## src/rtl/muldiv_pkg.sv

```systemverilog
// Shared encodings for the iterative multiply/divide unit.
package muldiv_pkg;

   localparam int unsigned MD_WIDTH  = 16;
   localparam logic [3:0]  ITER_LAST = 4'd15;

   typedef enum logic [1:0] {
      MD_MULT  = 2'b00,
      MD_MULTU = 2'b01,
      MD_DIV   = 2'b10,
      MD_DIVU  = 2'b11
   } md_op_e;

   typedef enum logic [1:0] {
      MD_IDLE = 2'd0,
      MD_CALC = 2'd1,
      MD_FIX  = 2'd2
   } md_state_e;

   function automatic logic md_is_signed(input md_op_e op);
      return !op[0];
   endfunction

   function automatic logic md_is_div(input md_op_e op);
      return op[1];
   endfunction

endpackage

```

## src/rtl/muldiv_signfix.sv

```systemverilog
// Conditional two's-complement negation: magnitude at capture, sign restore at FIX.
module muldiv_signfix #(
   parameter int unsigned W = 16
) (
   input  logic [W-1:0] val,
   input  logic         neg,
   output logic [W-1:0] mag_c
);

   always_comb mag_c = neg ? (~val + W'(1)) : val;

endmodule

```

## src/rtl/muldiv_unit.sv

```systemverilog
// Iterative shift-add multiplier / restoring divider owning the Hi and Lo registers.
module muldiv_unit
   import muldiv_pkg::*;
#(
   parameter int unsigned WIDTH = MD_WIDTH,
   parameter int unsigned ITER  = MD_WIDTH
) (
   input  logic             clk,
   input  logic             rest,
   input  logic             start,
   input  logic [1:0]       op,
   input  logic [WIDTH-1:0] operand_a,
   input  logic [WIDTH-1:0] operand_b,
   input  logic             hi_we,
   input  logic             lo_we,
   input  logic [WIDTH-1:0] wr_data,
   output logic             busy,
   output logic             done,
   output logic             div_by_zero,
   output logic [WIDTH-1:0] Hi,
   output logic [WIDTH-1:0] Lo
);

   localparam logic [3:0] CNT_LAST = 4'(ITER - 1);

   md_state_e        state_q, state_d;
   md_op_e           op_q, op_d;
   logic [3:0]       cnt_q, cnt_d;
   logic             sign_a_q, sign_a_d;
   logic             neg_q, neg_d;
   logic [WIDTH-1:0] acc_hi_q, acc_hi_d;
   logic [WIDTH-1:0] acc_lo_q, acc_lo_d;
   logic [WIDTH-1:0] mag_b_q, mag_b_d;
   logic [WIDTH-1:0] raw_a_q, raw_a_d;
   logic [WIDTH-1:0] hi_q, hi_d;
   logic [WIDTH-1:0] lo_q, lo_d;
   logic             busy_q, busy_d;
   logic             done_q, done_d;
   logic             dbz_q, dbz_d;

   logic               sa_c, sb_c;
   logic [WIDTH-1:0]   mag_a_c, mag_b_c;
   logic [WIDTH:0]     mul_sum_c;
   logic [WIDTH:0]     div_shift_c;
   logic [WIDTH+1:0]   div_diff_c;
   logic               div_borrow_c;
   logic [2*WIDTH-1:0] prod_fix_c;
   logic [WIDTH-1:0]   quo_fix_c, rem_fix_c;

   assign sa_c = md_is_signed(md_op_e'(op)) & operand_a[WIDTH-1];
   assign sb_c = md_is_signed(md_op_e'(op)) & operand_b[WIDTH-1];

   muldiv_signfix #(.W(WIDTH)) u_abs_a (.val(operand_a), .neg(sa_c), .mag_c(mag_a_c));
   muldiv_signfix #(.W(WIDTH)) u_abs_b (.val(operand_b), .neg(sb_c), .mag_c(mag_b_c));

   muldiv_signfix #(.W(2*WIDTH)) u_fix_prod (
      .val({acc_hi_q, acc_lo_q}), .neg(neg_q), .mag_c(prod_fix_c));
   muldiv_signfix #(.W(WIDTH)) u_fix_quo (.val(acc_lo_q), .neg(neg_q), .mag_c(quo_fix_c));
   muldiv_signfix #(.W(WIDTH)) u_fix_rem (.val(acc_hi_q), .neg(sign_a_q), .mag_c(rem_fix_c));

   // One iteration of each algorithm; the remainder always fits WIDTH bits after a step.
   assign mul_sum_c    = {1'b0, acc_hi_q} + (acc_lo_q[0] ? {1'b0, mag_b_q} : '0);
   assign div_shift_c  = {acc_hi_q, acc_lo_q[WIDTH-1]};
   assign div_diff_c   = {1'b0, div_shift_c} - {2'b00, mag_b_q};
   assign div_borrow_c = div_diff_c[WIDTH+1];

   always_comb begin
      state_d  = state_q;
      op_d     = op_q;
      cnt_d    = cnt_q;
      sign_a_d = sign_a_q;
      neg_d    = neg_q;
      acc_hi_d = acc_hi_q;
      acc_lo_d = acc_lo_q;
      mag_b_d  = mag_b_q;
      raw_a_d  = raw_a_q;
      hi_d     = hi_q;
      lo_d     = lo_q;
      busy_d   = busy_q;
      done_d   = 1'b0;
      dbz_d    = dbz_q;

      unique case (state_q)
         MD_IDLE: begin
            if (hi_we) hi_d = wr_data;
            if (lo_we) lo_d = wr_data;
            if (start) begin
               op_d     = md_op_e'(op);
               sign_a_d = sa_c;
               neg_d    = sa_c ^ sb_c;
               acc_hi_d = '0;
               acc_lo_d = mag_a_c;
               mag_b_d  = mag_b_c;
               raw_a_d  = operand_a;
               cnt_d    = '0;
               dbz_d    = 1'b0;
               busy_d   = 1'b1;
               state_d  = MD_CALC;
            end
         end
         MD_CALC: begin
            cnt_d = cnt_q + 4'd1;
            if (md_is_div(op_q)) begin
               acc_hi_d = div_borrow_c ? div_shift_c[WIDTH-1:0] : div_diff_c[WIDTH-1:0];
               acc_lo_d = {acc_lo_q[WIDTH-2:0], ~div_borrow_c};
            end else begin
               acc_hi_d = mul_sum_c[WIDTH:1];
               acc_lo_d = {mul_sum_c[0], acc_lo_q[WIDTH-1:1]};
            end
            if (cnt_q == CNT_LAST) state_d = MD_FIX;
         end
         MD_FIX: begin
            state_d = MD_IDLE;
            busy_d  = 1'b0;
            done_d  = 1'b1;
            if (md_is_div(op_q)) begin
               if (mag_b_q == '0) begin
                  hi_d  = raw_a_q;
                  lo_d  = '1;
                  dbz_d = 1'b1;
               end else begin
                  hi_d = rem_fix_c;
                  lo_d = quo_fix_c;
               end
            end else begin
               hi_d = prod_fix_c[2*WIDTH-1:WIDTH];
               lo_d = prod_fix_c[WIDTH-1:0];
            end
         end
         default: state_d = MD_IDLE;
      endcase
   end

   always_ff @(posedge clk or posedge rest) begin
      if (rest) begin
         state_q  <= MD_IDLE;
         op_q     <= MD_MULT;
         cnt_q    <= '0;
         sign_a_q <= 1'b0;
         neg_q    <= 1'b0;
         acc_hi_q <= '0;
         acc_lo_q <= '0;
         mag_b_q  <= '0;
         raw_a_q  <= '0;
         hi_q     <= '0;
         lo_q     <= '0;
         busy_q   <= 1'b0;
         done_q   <= 1'b0;
         dbz_q    <= 1'b0;
      end else begin
         state_q  <= state_d;
         op_q     <= op_d;
         cnt_q    <= cnt_d;
         sign_a_q <= sign_a_d;
         neg_q    <= neg_d;
         acc_hi_q <= acc_hi_d;
         acc_lo_q <= acc_lo_d;
         mag_b_q  <= mag_b_d;
         raw_a_q  <= raw_a_d;
         hi_q     <= hi_d;
         lo_q     <= lo_d;
         busy_q   <= busy_d;
         done_q   <= done_d;
         dbz_q    <= dbz_d;
      end
   end

   assign busy        = busy_q;
   assign done        = done_q;
   assign div_by_zero = dbz_q;
   assign Hi          = hi_q;
   assign Lo          = lo_q;

endmodule

```

## config.mk

```make
export PLATFORM = sky130hd
export DESIGN_NAME = muldiv_unit
export DESIGN_NICKNAME = d
export VERILOG_FILES = /design/src/rtl/muldiv_pkg.sv /design/src/rtl/muldiv_signfix.sv /design/src/rtl/muldiv_unit.sv
export SDC_FILE = /design/constraint.sdc
export NUM_CORES = 1
export LEC_CHECK = 0
export CORE_UTILIZATION = 52
export CTS_CLUSTER_SIZE = 10
export DETAILED_ROUTE_END_ITERATION = 8
export GPL_ROUTABILITY_DRIVEN = 0
export PLACE_DENSITY_LB_ADDON = 0.15
export SYNTH_ARGS = -nofsm -noshare
export SYNTH_HDL_FRONTEND = slang
export SYNTH_SLANG_ARGS = --single-unit
```

## constraint.sdc

```tcl
create_clock -name clk -period 3.8 [get_ports clk]
set_input_delay 0.76 -clock clk [delete_from_list [all_inputs] [get_ports clk]]
set_output_delay 0.76 -clock clk [all_outputs]
set_load 0.02 [all_outputs]
```

==> impl_metrics.xml, run 1 <==
<?xml version="1.0" encoding="UTF-8"?>
<metrics>
  <group name="yosys">
    <metric name="seq_area_frac_synth" unit="">0.339</metric>
    <metric name="synthMostInstantiatedCell" unit="">sky130_fd_sc_hd__nand2_1</metric>
    <metric name="synthTopCellsByCount" unit="">sky130_fd_sc_hd__nand2_1, sky130_fd_sc_hd__o21ai_0, sky130_fd_sc_hd__dfrtp_1, sky130_fd_sc_hd__nor2_1, sky130_fd_sc_hd__a21oi_1</metric>
    <metric name="synth_area_leader_cell" unit="">sky130_fd_sc_hd__dfrtp_1</metric>
    <metric name="syn-cell-area" unit="µm²">7980</metric>
    <metric name="postSynthAreaPerCell" unit="µm²">8.08</metric>
    <metric name="netlist-cell-type-count" unit="">63</metric>
    <metric name="ys_async_sr_fraction" unit="">1.00</metric>
    <metric name="ys.warnings.count" unit="">0</metric>
    <metric name="postSynth.topFlopCell" unit="">sky130_fd_sc_hd__dfrtp_1</metric>
    <metric name="synthCells" unit="">987</metric>
    <metric name="synth.area.top_cells" unit="">sky130_fd_sc_hd__dfrtp_1, sky130_fd_sc_hd__o21ai_0, sky130_fd_sc_hd__nand2_1</metric>
    <metric name="synth.top_cell.area_share" unit="">0.339</metric>
    <metric name="synth.net_count" unit="">1081</metric>
    <metric name="synth_seq_cells" unit="">108</metric>
    <metric name="synth_edf_count" unit="">0</metric>
  </group>
  <group name="pwr">
    <metric name="worst_ir_drop_vdd" unit="V">0.000649</metric>
    <metric name="static-leakage-power" unit="nW">3.98</metric>
    <metric name="power.density_cell_area" unit="nW/µm²">927</metric>
    <metric name="overall_power_after_layout" unit="mW">8.60</metric>
  </group>
  <group name="critical_path">
    <metric name="timing.critical_path.cells" unit="">inv_1 &gt; ha_1 &gt; inv_1 &gt; fa_1 &gt; a21oi_1 &gt; o21ai_0 &gt; a211oi_1 &gt; o31ai_1 &gt; a2111oi_0 &gt; o21a_1 &gt; o31ai_1 &gt; a221oi_1</metric>
    <metric name="critical-path-top-delay-family" unit="">compound AO/OA/AOI/OAI gates</metric>
    <metric name="setup.worst_path.start_class" unit="">register</metric>
    <metric name="cell_with_the_biggest_individual_delay_on_the_critical_path" unit="">sky130_fd_sc_hd__a2111oi_0</metric>
    <metric name="timing.critical_path.arrival" unit="ns">3.55</metric>
    <metric name="critical_path.max_stage_delay" unit="ns">0.62</metric>
    <metric name="critical_path.n_buffers_inverters" unit="">2</metric>
    <metric name="critPathKind" unit="">register to register</metric>
    <metric name="worst_ep_required" unit="ns">4.07</metric>
    <metric name="r2r_setup_slack" unit="ns">0.52</metric>
    <metric name="critical_path.endpoint_type" unit="">register</metric>
    <metric name="critical_path_peak_fanout" unit="">5</metric>
  </group>
  <group name="sta">
    <metric name="slew_violations" unit="">0</metric>
    <metric name="max_freq" unit="MHz">305</metric>
    <metric name="final.min_clock_period" unit="ns">3.28</metric>
    <metric name="setup_viol" unit="">0</metric>
    <metric name="timing.final.ws_setup" unit="ns">0.517</metric>
    <metric name="grt_setup_unrepaired" unit="">false</metric>
    <metric name="hold_viol_final" unit="">0</metric>
    <metric name="tightestPinTransition" unit="ns">1.02</metric>
    <metric name="final_min_period_over_clock_period" unit="">0.864</metric>
    <metric name="fin_worst_skew" unit="ns">0.0122</metric>
    <metric name="totalNegativeSetupSlack" unit="ns">0</metric>
    <metric name="relSlewSlack" unit="">0.319</metric>
  </group>
  <group name="floorplanning">
    <metric name="initial_core_util" unit="">0.541</metric>
    <metric name="die_height" unit="µm">126</metric>
    <metric name="num_rows" unit="">44</metric>
    <metric name="ioPinCount" unit="">90</metric>
    <metric name="die_w" unit="µm">126</metric>
    <metric name="die_area" unit="µm²">15800</metric>
    <metric name="core_region_area" unit="µm²">14800</metric>
  </group>
  <group name="cts">
    <metric name="clock_insertion_delay_worst_skew" unit="ns">0.37</metric>
    <metric name="cts.hold.buffers_added" unit="">0</metric>
    <metric name="cts_root_buffer" unit="">sky130_fd_sc_hd__clkbuf_16</metric>
    <metric name="clock_tree.htree_level_count" unit="">3</metric>
    <metric name="cts_resizes" unit="">0</metric>
    <metric name="cts_tree" unit="">yes</metric>
    <metric name="path_clk_slew" unit="ns">0.08</metric>
    <metric name="tritoncts.num_buffers" unit="">9</metric>
    <metric name="post_cts_buffers" unit="">0</metric>
    <metric name="max-clock-path-buffers" unit="">2</metric>
    <metric name="cts.sinks" unit="">108</metric>
  </group>
  <group name="global_route">
    <metric name="first_global_vias" unit="">6747</metric>
    <metric name="gr-total-overflow" unit="">0</metric>
    <metric name="track_usage" unit="">0.293</metric>
    <metric name="grt_antenna_before_repair" unit="">0</metric>
    <metric name="grt_max_degree" unit="">58</metric>
    <metric name="first_pass_grt_wire_length" unit="µm">36100</metric>
  </group>
  <group name="drt">
    <metric name="iteration_count_of_the_initial_detailed_routing_pass" unit="">5</metric>
    <metric name="route.vias.total" unit="">7338</metric>
    <metric name="drt.antenna.violating_nets" unit="">0</metric>
    <metric name="routedWlPerCell" unit="µm">18.3</metric>
    <metric name="drc_errors" unit="">0</metric>
    <metric name="route.final.wire_length" unit="µm">22500</metric>
    <metric name="drt_initial_violations" unit="">667</metric>
    <metric name="viasPerCell" unit="">5.97</metric>
  </group>
  <group name="cells_and_area">
    <metric name="insertedDiodeCount" unit="">0</metric>
    <metric name="layout-area-overhead-vs-synth" unit="%">16.3</metric>
    <metric name="n_fill_cell" unit="">1313</metric>
    <metric name="instances_no_fill" unit="">1230</metric>
    <metric name="final_design_area_no_fill" unit="µm²">9280</metric>
    <metric name="layout.area.seq" unit="µm²">2700</metric>
    <metric name="drive_gt1_frac" unit="">0.0488</metric>
    <metric name="nets" unit="">1135</metric>
    <metric name="multiInputGateArea" unit="µm²">4880</metric>
  </group>
  <group name="run_status">
    <metric name="run_status" unit="">complete, no violations</metric>
  </group>
  <group name="placement">
    <metric name="placed_area" unit="µm²">8990</metric>
    <metric name="buffer_ports.inserted" unit="">89</metric>
    <metric name="final_hpwl_dp" unit="µm">16900</metric>
    <metric name="dp_cells" unit="">1214</metric>
    <metric name="dp_slack" unit="ns">0.655</metric>
  </group>
  <group name="run">
    <metric name="maxCapViolations" unit="">0</metric>
  </group>
  <group name="hold_path">
    <metric name="hold_path_class" unit="">register to register</metric>
  </group>
</metrics>
sequential cells by signal (all words and copies together) (netlist names):
name,count
sign_a_q,1
neg_q,1
op_q,1
cnt_q,4
acc_lo_q,16
acc_hi_q,16
mag_b_q,16
raw_a_q,16
busy,1
done,1
Lo,16
div_by_zero,1
state_q,2
Hi,16
per-stage QoR:
stage,util,hold WS (ns)
floorplan,-,0.440
global placement,0.609,0.456
detailed placement,0.609,0.467
CTS,0.629,0.486
global route,0.629,0.504
finish,0.629,0.479
logic make-up (layout without fill, tap and decap cells):
logic type,count (synthesis),in the layout,share of synthesized area
xor+xnor,89,89,0.0977
buf+inv,102,161,0.0500
mux,31,31,0.0397
fa+ha+maj,39,39,0.0630
flops,108,108,0.339
compound gates,297,297,0.229
simple gates,321,321,0.181
path summary, 6_finish.rpt:
path | cells past startpoint | end | startpoint
setup / recovery | 12 | acc_hi_q[14]$_DFFE_PP0P_ | acc_lo_q[15]$_DFFE_PP0P_
hold / removal | 2 | raw_a_q[14]$_DFFE_PP0P_ | raw_a_q[14]$_DFFE_PP0P_
setup reg to reg | 12 | acc_hi_q[14]$_DFFE_PP0P_ | acc_lo_q[15]$_DFFE_PP0P_
hold reg to reg | 2 | raw_a_q[14]$_DFFE_PP0P_ | raw_a_q[14]$_DFFE_PP0P_
max in group asynchronous | 3 | raw_a_q[0]$_DFFE_PP0P_ | rest
min in group asynchronous | 2 | acc_hi_q[11]$_DFFE_PP0P_ | rest
worst reg2reg max path: cells and delay by family (launching register included):
| family | cells | cell delay, ns |
|---|---|---|
| AO/OA/AOI/OAI | 8 | 2.00 |
| flip-flops | 1 | 0.43 |
| adder cells (fa/ha/maj) | 2 | 0.58 |
| buffers and inverters | 2 | 0.19 |
layout by cell type (no fill, tap or decap), types with 5 or more instances in the layout:
master	instances
sky130_fd_sc_hd__nand2_1	144
sky130_fd_sc_hd__o21ai_0	109
sky130_fd_sc_hd__dfrtp_1	107
sky130_fd_sc_hd__clkdlybuf4s50_1	89
sky130_fd_sc_hd__nor2_1	86
sky130_fd_sc_hd__a21oi_1	69
sky130_fd_sc_hd__xnor2_1	51
sky130_fd_sc_hd__inv_1	40
sky130_fd_sc_hd__xor2_1	38
sky130_fd_sc_hd__ha_1	37
sky130_fd_sc_hd__mux2i_1	26
sky130_fd_sc_hd__o22a_1	16
sky130_fd_sc_hd__nor3_1	14
sky130_fd_sc_hd__buf_4	14
sky130_fd_sc_hd__nor4_1	13
sky130_fd_sc_hd__a211oi_1	13
sky130_fd_sc_hd__nand2b_1	12
sky130_fd_sc_hd__o211ai_1	11
sky130_fd_sc_hd__a22oi_1	10
sky130_fd_sc_hd__o31ai_1	9
sky130_fd_sc_hd__clkbuf_16	9
sky130_fd_sc_hd__nand3_1	8
sky130_fd_sc_hd__or3_1	6
sky130_fd_sc_hd__a31oi_1	6
sky130_fd_sc_hd__a21o_1	6
sky130_fd_sc_hd__nor2b_1	6
sky130_fd_sc_hd__a221oi_1	5
sky130_fd_sc_hd__mux2_2	5
where the power goes:
group,leakage (nW),switching [mW],internal [mW]
Sequential,1.30,0.834,1.70
Combinational,2.54,2.82,2.31
Clock,0.138,0.463,0.472
layout make-up:
class | count | share of cell area
multi-input cells | 777 | 0.526
flip-flops and latches | 108 | 0.291
repair buffers | 104 | 0.109
clock buffers | 11 | 0.0262
well taps | 184 | 0.0248
inverters | 41 | 0.0169
clock inverters | 5 | 0.00485
metal layers:
metal / vias up / routed length [µm] / global-route usage
li1: 3591 / - / -
met1: 3441 / 10400 / 0.430
met2: 276 / 10000 / 0.443
met3: 30 / 1650 / 0.0438
met4: 0 / 393 / 0.0936
met5: - / 0 / 0
No activity file was read; power rests on OpenSTA's default activity.
==> run 2, diff against run 1 <==
--- a/config.mk
+++ b/config.mk
@@ -10,6 +10,7 @@
 export DETAILED_ROUTE_END_ITERATION = 8
 export GPL_ROUTABILITY_DRIVEN = 0
 export PLACE_DENSITY_LB_ADDON = 0.15
+export REMOVE_ABC_BUFFERS = 1
 export SYNTH_ARGS = -nofsm -noshare
 export SYNTH_HDL_FRONTEND = slang
 export SYNTH_SLANG_ARGS = --single-unit
==> impl_metrics.xml, run 2 (same netlist as run 1, synthesis figures left out) <==
<?xml version="1.0" encoding="UTF-8"?>
<metrics>
  <group name="critical_path">
    <metric name="cell_with_the_biggest_individual_delay_on_the_critical_path" unit="">sky130_fd_sc_hd__a2111oi_0</metric>
    <metric name="timing.critical_path.arrival" unit="ns">3.59</metric>
    <metric name="crit-reg2reg-launch" unit="">acc_lo_q[15]$_DFFE_PP0P_</metric>
    <metric name="timing.critical_path.cells" unit="">inv_1 &gt; ha_1 &gt; inv_1 &gt; fa_1 &gt; a21oi_1 &gt; o21ai_0 &gt; a211oi_1 &gt; o31ai_1 &gt; a2111oi_0 &gt; o21a_1 &gt; o31ai_1 &gt; a221oi_1</metric>
    <metric name="setup.worst_path.start_class" unit="">register</metric>
    <metric name="critPathKind" unit="">register to register</metric>
    <metric name="r2r_setup_slack" unit="ns">0.47</metric>
    <metric name="worst_setup_path_startpoint" unit="">acc_lo_q[15]$_DFFE_PP0P_</metric>
    <metric name="critical_path.endpoint_type" unit="">register</metric>
    <metric name="worst_ep_required" unit="ns">4.06</metric>
    <metric name="critical_path_peak_fanout" unit="">5</metric>
    <metric name="critical_path.max_stage_delay" unit="ns">0.59</metric>
  </group>
  <group name="global_route">
    <metric name="first_global_vias" unit="">7002</metric>
    <metric name="first_pass_grt_wire_length" unit="µm">37200</metric>
    <metric name="track_usage" unit="">0.299</metric>
    <metric name="gr-total-overflow" unit="">0</metric>
    <metric name="grt_max_degree" unit="">69</metric>
    <metric name="grt_antenna_before_repair" unit="">0</metric>
  </group>
  <group name="sta">
    <metric name="relSlewSlack" unit="">0.446</metric>
    <metric name="grt_setup_unrepaired" unit="">false</metric>
    <metric name="final.min_clock_period" unit="ns">3.33</metric>
    <metric name="final_min_period_over_clock_period" unit="">0.877</metric>
    <metric name="max_freq" unit="MHz">300</metric>
    <metric name="slew_violations" unit="">0</metric>
    <metric name="setup_viol" unit="">0</metric>
    <metric name="totalNegativeSetupSlack" unit="ns">0</metric>
    <metric name="timing.final.ws_setup" unit="ns">0.469</metric>
    <metric name="tightestPinTransition" unit="ns">0.828</metric>
    <metric name="hold_viol_final" unit="">0</metric>
    <metric name="fin_worst_skew" unit="ns">0.00876</metric>
  </group>
  <group name="cts">
    <metric name="path_clk_slew" unit="ns">0.07</metric>
    <metric name="cts.hold.buffers_added" unit="">0</metric>
    <metric name="cts_tree" unit="">yes</metric>
    <metric name="cts_root_buffer" unit="">sky130_fd_sc_hd__clkbuf_16</metric>
    <metric name="cts.sinks" unit="">108</metric>
    <metric name="max-clock-path-buffers" unit="">2</metric>
    <metric name="cts_resizes" unit="">0</metric>
    <metric name="clock_insertion_delay_worst_skew" unit="ns">0.37</metric>
    <metric name="post_cts_buffers" unit="">0</metric>
    <metric name="clock_tree.htree_level_count" unit="">3</metric>
    <metric name="tritoncts.num_buffers" unit="">9</metric>
  </group>
  <group name="cells_and_area">
    <metric name="util_after_layout" unit="">0.634</metric>
    <metric name="nets" unit="">1145</metric>
    <metric name="insertedDiodeCount" unit="">0</metric>
    <metric name="layout.cells.most_common_list" unit="">sky130_fd_sc_hd__nand2_1, sky130_fd_sc_hd__o21ai_0, sky130_fd_sc_hd__dfrtp_1, sky130_fd_sc_hd__clkdlybuf4s50_1, sky130_fd_sc_hd__nor2_1</metric>
    <metric name="layout.cells.most_common" unit="">sky130_fd_sc_hd__nand2_1</metric>
    <metric name="layout-area-overhead-vs-synth" unit="%">17.2</metric>
    <metric name="final_design_area_no_fill" unit="µm²">9350</metric>
    <metric name="drive_gt1_frac" unit="">0.0578</metric>
  </group>
  <group name="floorplanning">
    <metric name="initial_core_util" unit="">0.541</metric>
    <metric name="num_rows" unit="">44</metric>
    <metric name="die_area" unit="µm²">15800</metric>
    <metric name="die_height" unit="µm">126</metric>
    <metric name="die_w" unit="µm">126</metric>
    <metric name="ioPinCount" unit="">90</metric>
    <metric name="core_region_area" unit="µm²">14800</metric>
  </group>
  <group name="placement">
    <metric name="final_hpwl_dp" unit="µm">16500</metric>
    <metric name="dp_slack" unit="ns">0.559</metric>
    <metric name="placed_area" unit="µm²">9070</metric>
    <metric name="buffer_ports.inserted" unit="">89</metric>
  </group>
  <group name="drt">
    <metric name="iteration_count_of_the_initial_detailed_routing_pass" unit="">5</metric>
    <metric name="route.vias.total" unit="">7519</metric>
    <metric name="viasPerCell" unit="">6.06</metric>
    <metric name="drt.antenna.violating_nets" unit="">0</metric>
    <metric name="drt_initial_violations" unit="">647</metric>
    <metric name="route.final.wire_length" unit="µm">22700</metric>
    <metric name="drc_errors" unit="">0</metric>
    <metric name="routedWlPerCell" unit="µm">18.3</metric>
  </group>
  <group name="pwr">
    <metric name="overall_power_after_layout" unit="mW">8.59</metric>
    <metric name="clock_power_share" unit="">0.108</metric>
    <metric name="p_int" unit="mW">4.52</metric>
    <metric name="p_sw" unit="mW">4.08</metric>
    <metric name="worst_ir_drop_vdd" unit="V">0.000517</metric>
    <metric name="comb_power_share" unit="">0.617</metric>
    <metric name="static-leakage-power" unit="nW">4.02</metric>
    <metric name="power_switching_share" unit="">0.474</metric>
    <metric name="power.density_cell_area" unit="nW/µm²">919</metric>
    <metric name="p_seq_frac" unit="">0.275</metric>
  </group>
  <group name="hold_path">
    <metric name="hold_path_class" unit="">register to register</metric>
    <metric name="min_from" unit="">raw_a_q[14]$_DFFE_PP0P_</metric>
  </group>
  <group name="run_status">
    <metric name="run_status" unit="">complete, no violations</metric>
  </group>
  <group name="run">
    <metric name="maxCapViolations" unit="">0</metric>
  </group>
</metrics>
## run 2: changes by cell type in the layout (fill, tap and decap cells not counted), sizes merged
cell	change
inv	+1
buf	+10
clkinv	-1
## run 2: final cells by class
cell class | count | area (µm²)
sequential | 108 | 2700
multi-input combinational | 777 | 4890
tap | 184 | 230
inverter | 41 | 156
clock buffer | 11 | 233
fill | 1317 | 5410
clock inverter | 5 | 45.0
timing repair buffer | 114 | 1090
## run 2: critical path, delay by kind of cell, from the launching register on
family | cells | cell delay, ns
compound gates | 8 | 1.99
fa+ha+maj | 2 | 0.60
flops | 1 | 0.44
buf+inv | 2 | 0.20
## run 2: power groups by stage
stage / registers (mW) / logic, mW / clock network (mW)
floorplan: 2.47 / 3.51 / 0
global placement: 2.34 / 5.16 / 0
detailed placement: 2.36 / 5.22 / 0
CTS: 2.35 / 5.25 / 0.931
global route: 2.44 / 5.88 / 0.983
finish: 2.37 / 5.30 / 0.925
## run 2: routing by layer
layer / track usage / share of wire
met1: 0.421 / 0.46
met2: 0.468 / 0.45
met3: 0.0527 / 0.068
met4: 0.0978 / 0.022
met5: 0 / 0
## run 2: metrics by stage
step / std cells / hold WS (ns)
after floorplan: 926 / 0.440
after global placement: 1224 / 0.456
after detailed placement: 1224 / 0.458
after CTS: 1240 / 0.475
after global routing: 1240 / 0.503
final: 1240 / 0.469
## run 2: path summary, 6_finish.rpt
| check | endpoint | cells after the start |
|---|---|---|
| worst max-delay path | acc_hi_q[14]$_DFFE_PP0P_ | 12 |
| worst min-delay path | raw_a_q[14]$_DFFE_PP0P_ | 2 |
| worst max register to register | acc_hi_q[14]$_DFFE_PP0P_ | 12 |
| worst min register to register | raw_a_q[14]$_DFFE_PP0P_ | 2 |
| max in group asynchronous | op_q[1]$_DFFE_PP0P_ | 3 |
| min in group asynchronous | acc_hi_q[6]$_DFFE_PP0P_ | 2 |
